$ cat config.mk
export PLATFORM = sky130hd
export DESIGN_NAME = wb_arbiter
export DESIGN_NICKNAME = d
export VERILOG_FILES = /design/src/rtl/wb_arb_pkg.sv /design/src/rtl/wb_ll_fifo.sv /design/src/rtl/wb_arbiter.sv
export SDC_FILE = /design/constraint.sdc
export NUM_CORES = 1
export LEC_CHECK = 0
export CORE_MARGIN = 3
export CORE_UTILIZATION = 52
export DETAILED_ROUTE_END_ITERATION = 10
export PLACE_DENSITY = 0.82
export SYNTH_ARGS = -nofsm -noshare
export SYNTH_HDL_FRONTEND = slang
export SYNTH_SLANG_ARGS = --single-unit
$ cat constraint.sdc
create_clock -name clk -period 3.3 [get_ports clk]
set_input_delay 0.495 -clock clk [delete_from_list [all_inputs] [get_ports clk]]
set_output_delay 0.495 -clock clk [all_outputs]
set_load 0.01 [all_outputs]
$ cat src/rtl/wb_arb_pkg.sv
// Shared types and load-extraction helper for the writeback arbiter.
// Struct types here describe the default 32-bit / 5-bit-address configuration.
package wb_arb_pkg;

  localparam int unsigned DefXlen = 32;
  localparam int unsigned DefRfAw = 5;
  localparam int unsigned MaxXlen = 64;

  typedef enum logic [1:0] {
    WbSelOpr  = 2'b00,
    WbSelLoad = 2'b01
  } wb_sel_e;

  localparam logic [2:0] LB  = 3'b000;
  localparam logic [2:0] LH  = 3'b001;
  localparam logic [2:0] LW  = 3'b010;
  localparam logic [2:0] LBU = 3'b100;
  localparam logic [2:0] LHU = 3'b101;

  typedef struct packed {
    logic [DefXlen-1:0] data;
    logic [DefRfAw-1:0] rd;
  } ll_entry_t;

  typedef struct packed {
    logic [DefXlen-1:0] wb_data;
    logic [DefRfAw-1:0] wb_rd;
    logic               wb_en;
  } wb_arb_out_t;

  // Operates at the widest supported datapath; callers cast to their XLEN.
  function automatic logic [MaxXlen-1:0] load_extract(input logic [MaxXlen-1:0] word,
                                                      input logic [2:0]         funct3,
                                                      input logic [1:0]         addr_lo);
    logic [7:0]         b;
    logic [15:0]        h;
    logic [MaxXlen-1:0] res;
    case (addr_lo)
      2'd0:    b = word[7:0];
      2'd1:    b = word[15:8];
      2'd2:    b = word[23:16];
      default: b = word[31:24];
    endcase
    h = addr_lo[1] ? word[31:16] : word[15:0];
    case (funct3)
      LB:      res = {{(MaxXlen-8){b[7]}}, b};
      LBU:     res = {{(MaxXlen-8){1'b0}}, b};
      LH:      res = {{(MaxXlen-16){h[15]}}, h};
      LHU:     res = {{(MaxXlen-16){1'b0}}, h};
      default: res = word;
    endcase
    return res;
  endfunction

endpackage

$ cat src/rtl/wb_ll_fifo.sv
// Synchronous FIFO for long-latency writeback results.
// Publishes per-slot valid bits and destination registers for hazard tracking.
module wb_ll_fifo
  import wb_arb_pkg::*;
#(
  parameter type         entry_t = ll_entry_t,
  parameter int unsigned DEPTH   = 4,
  parameter int unsigned RF_AW   = DefRfAw,
  localparam int unsigned PtrW   = $clog2(DEPTH),
  localparam int unsigned CntW   = PtrW + 1
) (
  input  logic             clk,
  input  logic             rst,
  input  logic             push,
  input  entry_t           push_entry,
  input  logic             pop,
  output entry_t           head,
  output logic             full,
  output logic             empty,
  output logic [CntW-1:0]  count,
  output logic [DEPTH-1:0] valid,
  output logic [RF_AW-1:0] rd_vec [DEPTH]
);

  entry_t           mem_q [DEPTH];
  logic [PtrW-1:0]  wr_q, rd_q;
  logic [CntW-1:0]  count_q, count_d;
  logic [DEPTH-1:0] valid_q, valid_d;

  always_comb begin
    valid_d = valid_q;
    if (pop)  valid_d[rd_q] = 1'b0;
    if (push) valid_d[wr_q] = 1'b1;
    count_d = count_q + CntW'(push) - CntW'(pop);
  end

  always_ff @(posedge clk) begin
    if (rst) begin
      wr_q    <= '0;
      rd_q    <= '0;
      count_q <= '0;
      valid_q <= '0;
    end else begin
      if (push) wr_q <= wr_q + PtrW'(1);
      if (pop)  rd_q <= rd_q + PtrW'(1);
      count_q <= count_d;
      valid_q <= valid_d;
    end
  end

  // Storage needs no reset; valid_q qualifies every slot.
  always_ff @(posedge clk) begin
    if (push) mem_q[wr_q] <= push_entry;
  end

  always_comb begin
    for (int i = 0; i < DEPTH; i++) rd_vec[i] = mem_q[i].rd;
  end

  assign head  = mem_q[rd_q];
  assign full  = (count_q == CntW'(DEPTH));
  assign empty = (count_q == '0);
  assign count = count_q;
  assign valid = valid_q;

endmodule

$ cat src/rtl/wb_arbiter.sv
// Writeback arbiter: in-order pipeline results take priority over buffered
// long-latency results; starved buffered results raise a stall request.
module wb_arbiter
  import wb_arb_pkg::*;
#(
  parameter int unsigned XLEN       = 32,
  parameter int unsigned RF_AW      = 5,
  parameter int unsigned LL_DEPTH   = 4,
  parameter int unsigned MAX_STARVE = 8
) (
  input  logic                       clk,
  input  logic                       rst,
  input  logic                       pipe_valid,
  input  logic                       pipe_wb_en,
  input  logic [1:0]                 pipe_wb_sel,
  input  logic [XLEN-1:0]            pipe_opr_res,
  input  logic [XLEN-1:0]            pipe_dmem_rdata,
  input  logic [2:0]                 pipe_ld_funct3,
  input  logic [1:0]                 pipe_addr_lo,
  input  logic [RF_AW-1:0]           pipe_rd,
  input  logic                       ll_valid,
  output logic                       ll_ready,
  input  logic [XLEN-1:0]            ll_data,
  input  logic [RF_AW-1:0]           ll_rd,
  output logic                       wb_en,
  output logic [RF_AW-1:0]           wb_rd,
  output logic [XLEN-1:0]            wb_data,
  output logic [2**RF_AW-1:0]        pending_mask,
  output logic                       stall_req,
  output logic [$clog2(LL_DEPTH):0]  ll_count
);

  localparam int unsigned StW = $clog2(MAX_STARVE + 1);

  typedef struct packed {
    logic [XLEN-1:0]  data;
    logic [RF_AW-1:0] rd;
  } entry_t;

  typedef struct packed {
    logic [XLEN-1:0]  wb_data;
    logic [RF_AW-1:0] wb_rd;
    logic             wb_en;
  } out_t;

  logic             pipe_req, push, pop, full, empty;
  logic [XLEN-1:0]  sel_data;
  entry_t           head, push_entry;
  logic [LL_DEPTH-1:0] slot_valid;
  logic [RF_AW-1:0] slot_rd [LL_DEPTH];
  out_t             out_q, out_d;
  logic [StW-1:0]   starve_q, starve_d;
  logic             stall_q, stall_d;

  assign pipe_req = pipe_valid & pipe_wb_en & (pipe_rd != '0);
  assign sel_data = (wb_sel_e'(pipe_wb_sel) == WbSelLoad)
                  ? XLEN'(load_extract(MaxXlen'(pipe_dmem_rdata), pipe_ld_funct3, pipe_addr_lo))
                  : pipe_opr_res;

  assign ll_ready   = ~full;
  // rd==0 results are handshaked but never stored.
  assign push       = ll_valid & ~full & (ll_rd != '0);
  assign pop        = ~pipe_req & ~empty;
  assign push_entry = '{data: ll_data, rd: ll_rd};

  wb_ll_fifo #(
    .entry_t (entry_t),
    .DEPTH   (LL_DEPTH),
    .RF_AW   (RF_AW)
  ) u_fifo (
    .clk        (clk),
    .rst        (rst),
    .push       (push),
    .push_entry (push_entry),
    .pop        (pop),
    .head       (head),
    .full       (full),
    .empty      (empty),
    .count      (ll_count),
    .valid      (slot_valid),
    .rd_vec     (slot_rd)
  );

  always_comb begin
    pending_mask = '0;
    for (int i = 0; i < LL_DEPTH; i++) begin
      if (slot_valid[i]) pending_mask[slot_rd[i]] = 1'b1;
    end
  end

  always_comb begin
    out_d       = out_q;
    out_d.wb_en = 1'b0;
    if (pipe_req) begin
      out_d = '{wb_data: sel_data, wb_rd: pipe_rd, wb_en: 1'b1};
    end else if (pop) begin
      out_d = '{wb_data: head.data, wb_rd: head.rd, wb_en: 1'b1};
    end

    starve_d = '0;
    if (!empty && !pop) begin
      starve_d = (starve_q == StW'(MAX_STARVE)) ? starve_q : starve_q + StW'(1);
    end
    stall_d = (starve_d == StW'(MAX_STARVE));
  end

  always_ff @(posedge clk) begin
    if (rst) begin
      out_q    <= '0;
      starve_q <= '0;
      stall_q  <= 1'b0;
    end else begin
      out_q    <= out_d;
      starve_q <= starve_d;
      stall_q  <= stall_d;
    end
  end

  assign wb_en     = out_q.wb_en;
  assign wb_rd     = out_q.wb_rd;
  assign wb_data   = out_q.wb_data;
  assign stall_req = stall_q;

endmodule

==> impl_metrics.toml <==
[run_status]
status = "complete, no violations"

[worst_setup_path]
cp-end-kind = "primary output"
cp_slowest_cell = "or3b_2"
critPathRequiredTime_ns = 2.80
start_kind = "flip-flop"
path_cells = "or3b_2, o22ai_1, a221o_1, clkdlybuf4s50_1"
cp.arrival_ns = 2.47
max_stage_delay_ns = 0.59
path_class = "flip-flop to primary output"
crit_fanout = 9

[cells_and_area]
finalNetCount = 1096
final_common_cell = "clkdlybuf4s50_1"
multiInputGateArea_sq_um = 3990
drive_gt1_share_pct = 12.2
area_growth_pct = 28.7
final_cell_mix = "191 x clkdlybuf4s50_1, 148 x edfxtp_1, 57 x nand2_1"
num-fill-cells = 1301
final_cell_area_sq_um = 12700
seqCellArea_sq_um = 5570
final_cells = 1209

[synthesis]
synth_edf_count = 148
yosys_warnings = 0
netlist_instances = 784
async_reset_ff_share_pct = 0
synth_top_area_share_pct = 45.0
syn_area_sq_um = 9870
syn_nets = 915
ys_seq_elements = 204
synth_top_flop_cell = "edfxtp_1"
avgSynthCellArea_sq_um = 12.6
yosysSeqAreaShare_pct = 56.4
synth_area_leaders = "edfxtp_1 45%, dfxtp_1 11%, mux4_2 8.7%"
ys_types = 56
yosysTopAreaCell = "edfxtp_1"

[timing]
slew_viol_final = 0
min_period_ns = 2.96
finalSetupViolCount = 0
rsz0062_at_grt = "no"
relSlewSlack_pct = 34.8
fmax_ghz = 0.338
min_period_over_period_pct = 89.7
setup_tns_ns = 0
worstMarginPinSlew_ns = 0.979
hold_viol_final = 0
fin_worst_skew_ns = 0.00622

[clock_tree]
clock-sinks = 204
clk_pin_slew_ns = 0.06
cts_buffers = 21
post_cts_resized = 0
post_cts_buffers = 0
tritoncts = "yes"
clockRootBuffer = "clkbuf_16"
clock_latency_ns = 0.49
clk_path_buf_depth = 3
cts_hold_buffers = 0
htree_num_levels = 1

[flow_run]
cap_violations = 0

[placed_design]
numPortBuffers = 192
dp_hpwl_mm = 20.2
dpl-instance-area_sq_um = 12100
dp.cells = 1171
place.gp.congestion = 0.958

[drt]
num_vias = 7796
drc = 0
vias_per_cell = 6.45
antenna_left = 0
drt_iter0_drc = 610
firstDrtPassIters = 5
finalWirelength_mm = 28.8
drt-wirelength-per-cell_microns = 23.9

[power_and_ir_drop]
power_frac_comb_pct = 30.4
p_sw_share_pct = 30.3
powerDensity_nw_per_um2 = 640
power.internal_mw = 5.66
clkPwrFrac_pct = 26.9
power.leakage_nw = 4.30
peakVddDrop_uv = 485
p_switching_mw = 2.47
seq_power_share_pct = 42.8

[grt]
track_usage_pct = 27.5
grt_max_degree = 51
grt_pass1_vias = 7918
antenna_found_initial = 1
grt_pass1_wl_mm = 43.9
overflow = 0

[die]
num_rows = 49
die_w_microns = 144
coreArea_sq_um = 18300
die_height_microns = 144
pin_count = 193
initial_utilization_pct = 53.8
dieArea_sq_um = 20700

[min_path]
min_path_type = "input port to flip-flop"
-- through the flow --
step                      util [%]  total power, mW  hold WS (ns)  setup WS (ns)
after CTS                     69.3             8.15         0.326          0.340
after floorplan                  -             4.91         0.506          0.317
after detailed placement      65.8             5.96         0.524         0.0856
after global placement        65.8             5.90         0.503          0.135
final                         69.3             8.13         0.338          0.340
after global routing          69.3             8.48         0.347          0.246
-- metal layers --
layer | global-route usage (%) | routed length, microns
met1 | 34.5 | 10700
met2 | 46.9 | 14300
met3 | 4.69 | 2490
met4 | 12.7 | 1350
met5 | 0 | 0
-- area by class of cell --
| class | instances | share of cell area [%] |
|---|---|---|
| diodes | 1 | 0.0197 |
| multi-input cells | 502 | 31.4 |
| inverters | 20 | 0.591 |
| repair buffers | 216 | 16.9 |
| flip-flops and latches | 204 | 43.8 |
| well taps | 229 | 2.26 |
| clock inverters | 5 | 0.197 |
| clock buffers | 32 | 4.79 |
-- worst max-delay path, delay by kind of cell (launching register included) --
kind,cells,cell delay [ns]
flip-flops,1,0.51
AND/OR/NAND/NOR,1,0.59
AO/OA/AOI/OAI,2,0.34
buffers and inverters,1,0.53
-- final timing paths --
path	from	end	slack, ns	cells past startpoint
max	u_fifo.mem_q[0][0]$_DFFE_PP_	pending_mask[16]	0.34	4
min	rst	flip-flop	0.34	2
max reg2reg	u_fifo.count[1]$_SDFF_PP0_	u_fifo.mem_q[3][23]$_DFFE_PP_	1.07	5
min reg2reg	wb_rd[3]$_SDFFE_PP0P_	wb_rd[3]$_SDFFE_PP0P_	0.54	2
-- power by group through the flow --
stage                     clock [mW]  combinational, mW  sequential [mW]
final                           2.18               2.47             3.48
after global routing            2.31               2.65             3.51
after CTS                       2.21               2.47             3.47
after detailed placement           0               2.45             3.52
after global placement             0               2.40             3.50
after floorplan                    0               1.47             3.43
-- synthesized netlist by cell type (9+ instances only) --
master / count
edfxtp_1: 148
nand2_1: 57
dfxtp_1: 56
nor2_1: 44
a21oi_1: 41
clkbuf_1: 39
mux4_2: 38
mux2i_1: 24
nor3_1: 24
o21ai_0: 22
o221ai_1: 21
inv_1: 20
o22ai_1: 17
a221o_1: 15
buf_2: 14
a311o_1: 13
ha_1: 12
a221oi_1: 11
and3_1: 11
nand3_1: 11
nand3b_1: 11
nor2b_1: 11
nor3b_1: 11
a211oi_1: 10
or3b_2: 9
-- state kept, by name, summed over array words and instances, names as in the netlist, named ones only --
name	flops
u_fifo.mem_q	148
wb_data	32
wb_rd	5
starve_q	4
u_fifo.valid	4
u_fifo.count	3
u_fifo.rd_q	2
u_fifo.wr_q	2
stall_req	1
wb_en	1
-- logic make-up after synthesis --
group | share of synthesized area [%]
flip-flops | 56.4
buffers and inverters | 3.37
multiplexers | 11.4
AO/OA/AOI/OAI | 14.9
XOR/XNOR | 0.444
AND/OR/NAND/NOR | 11.8
adder cells (fa/ha/maj) | 1.72
Note: power is estimated with default switching activity, not from simulation.
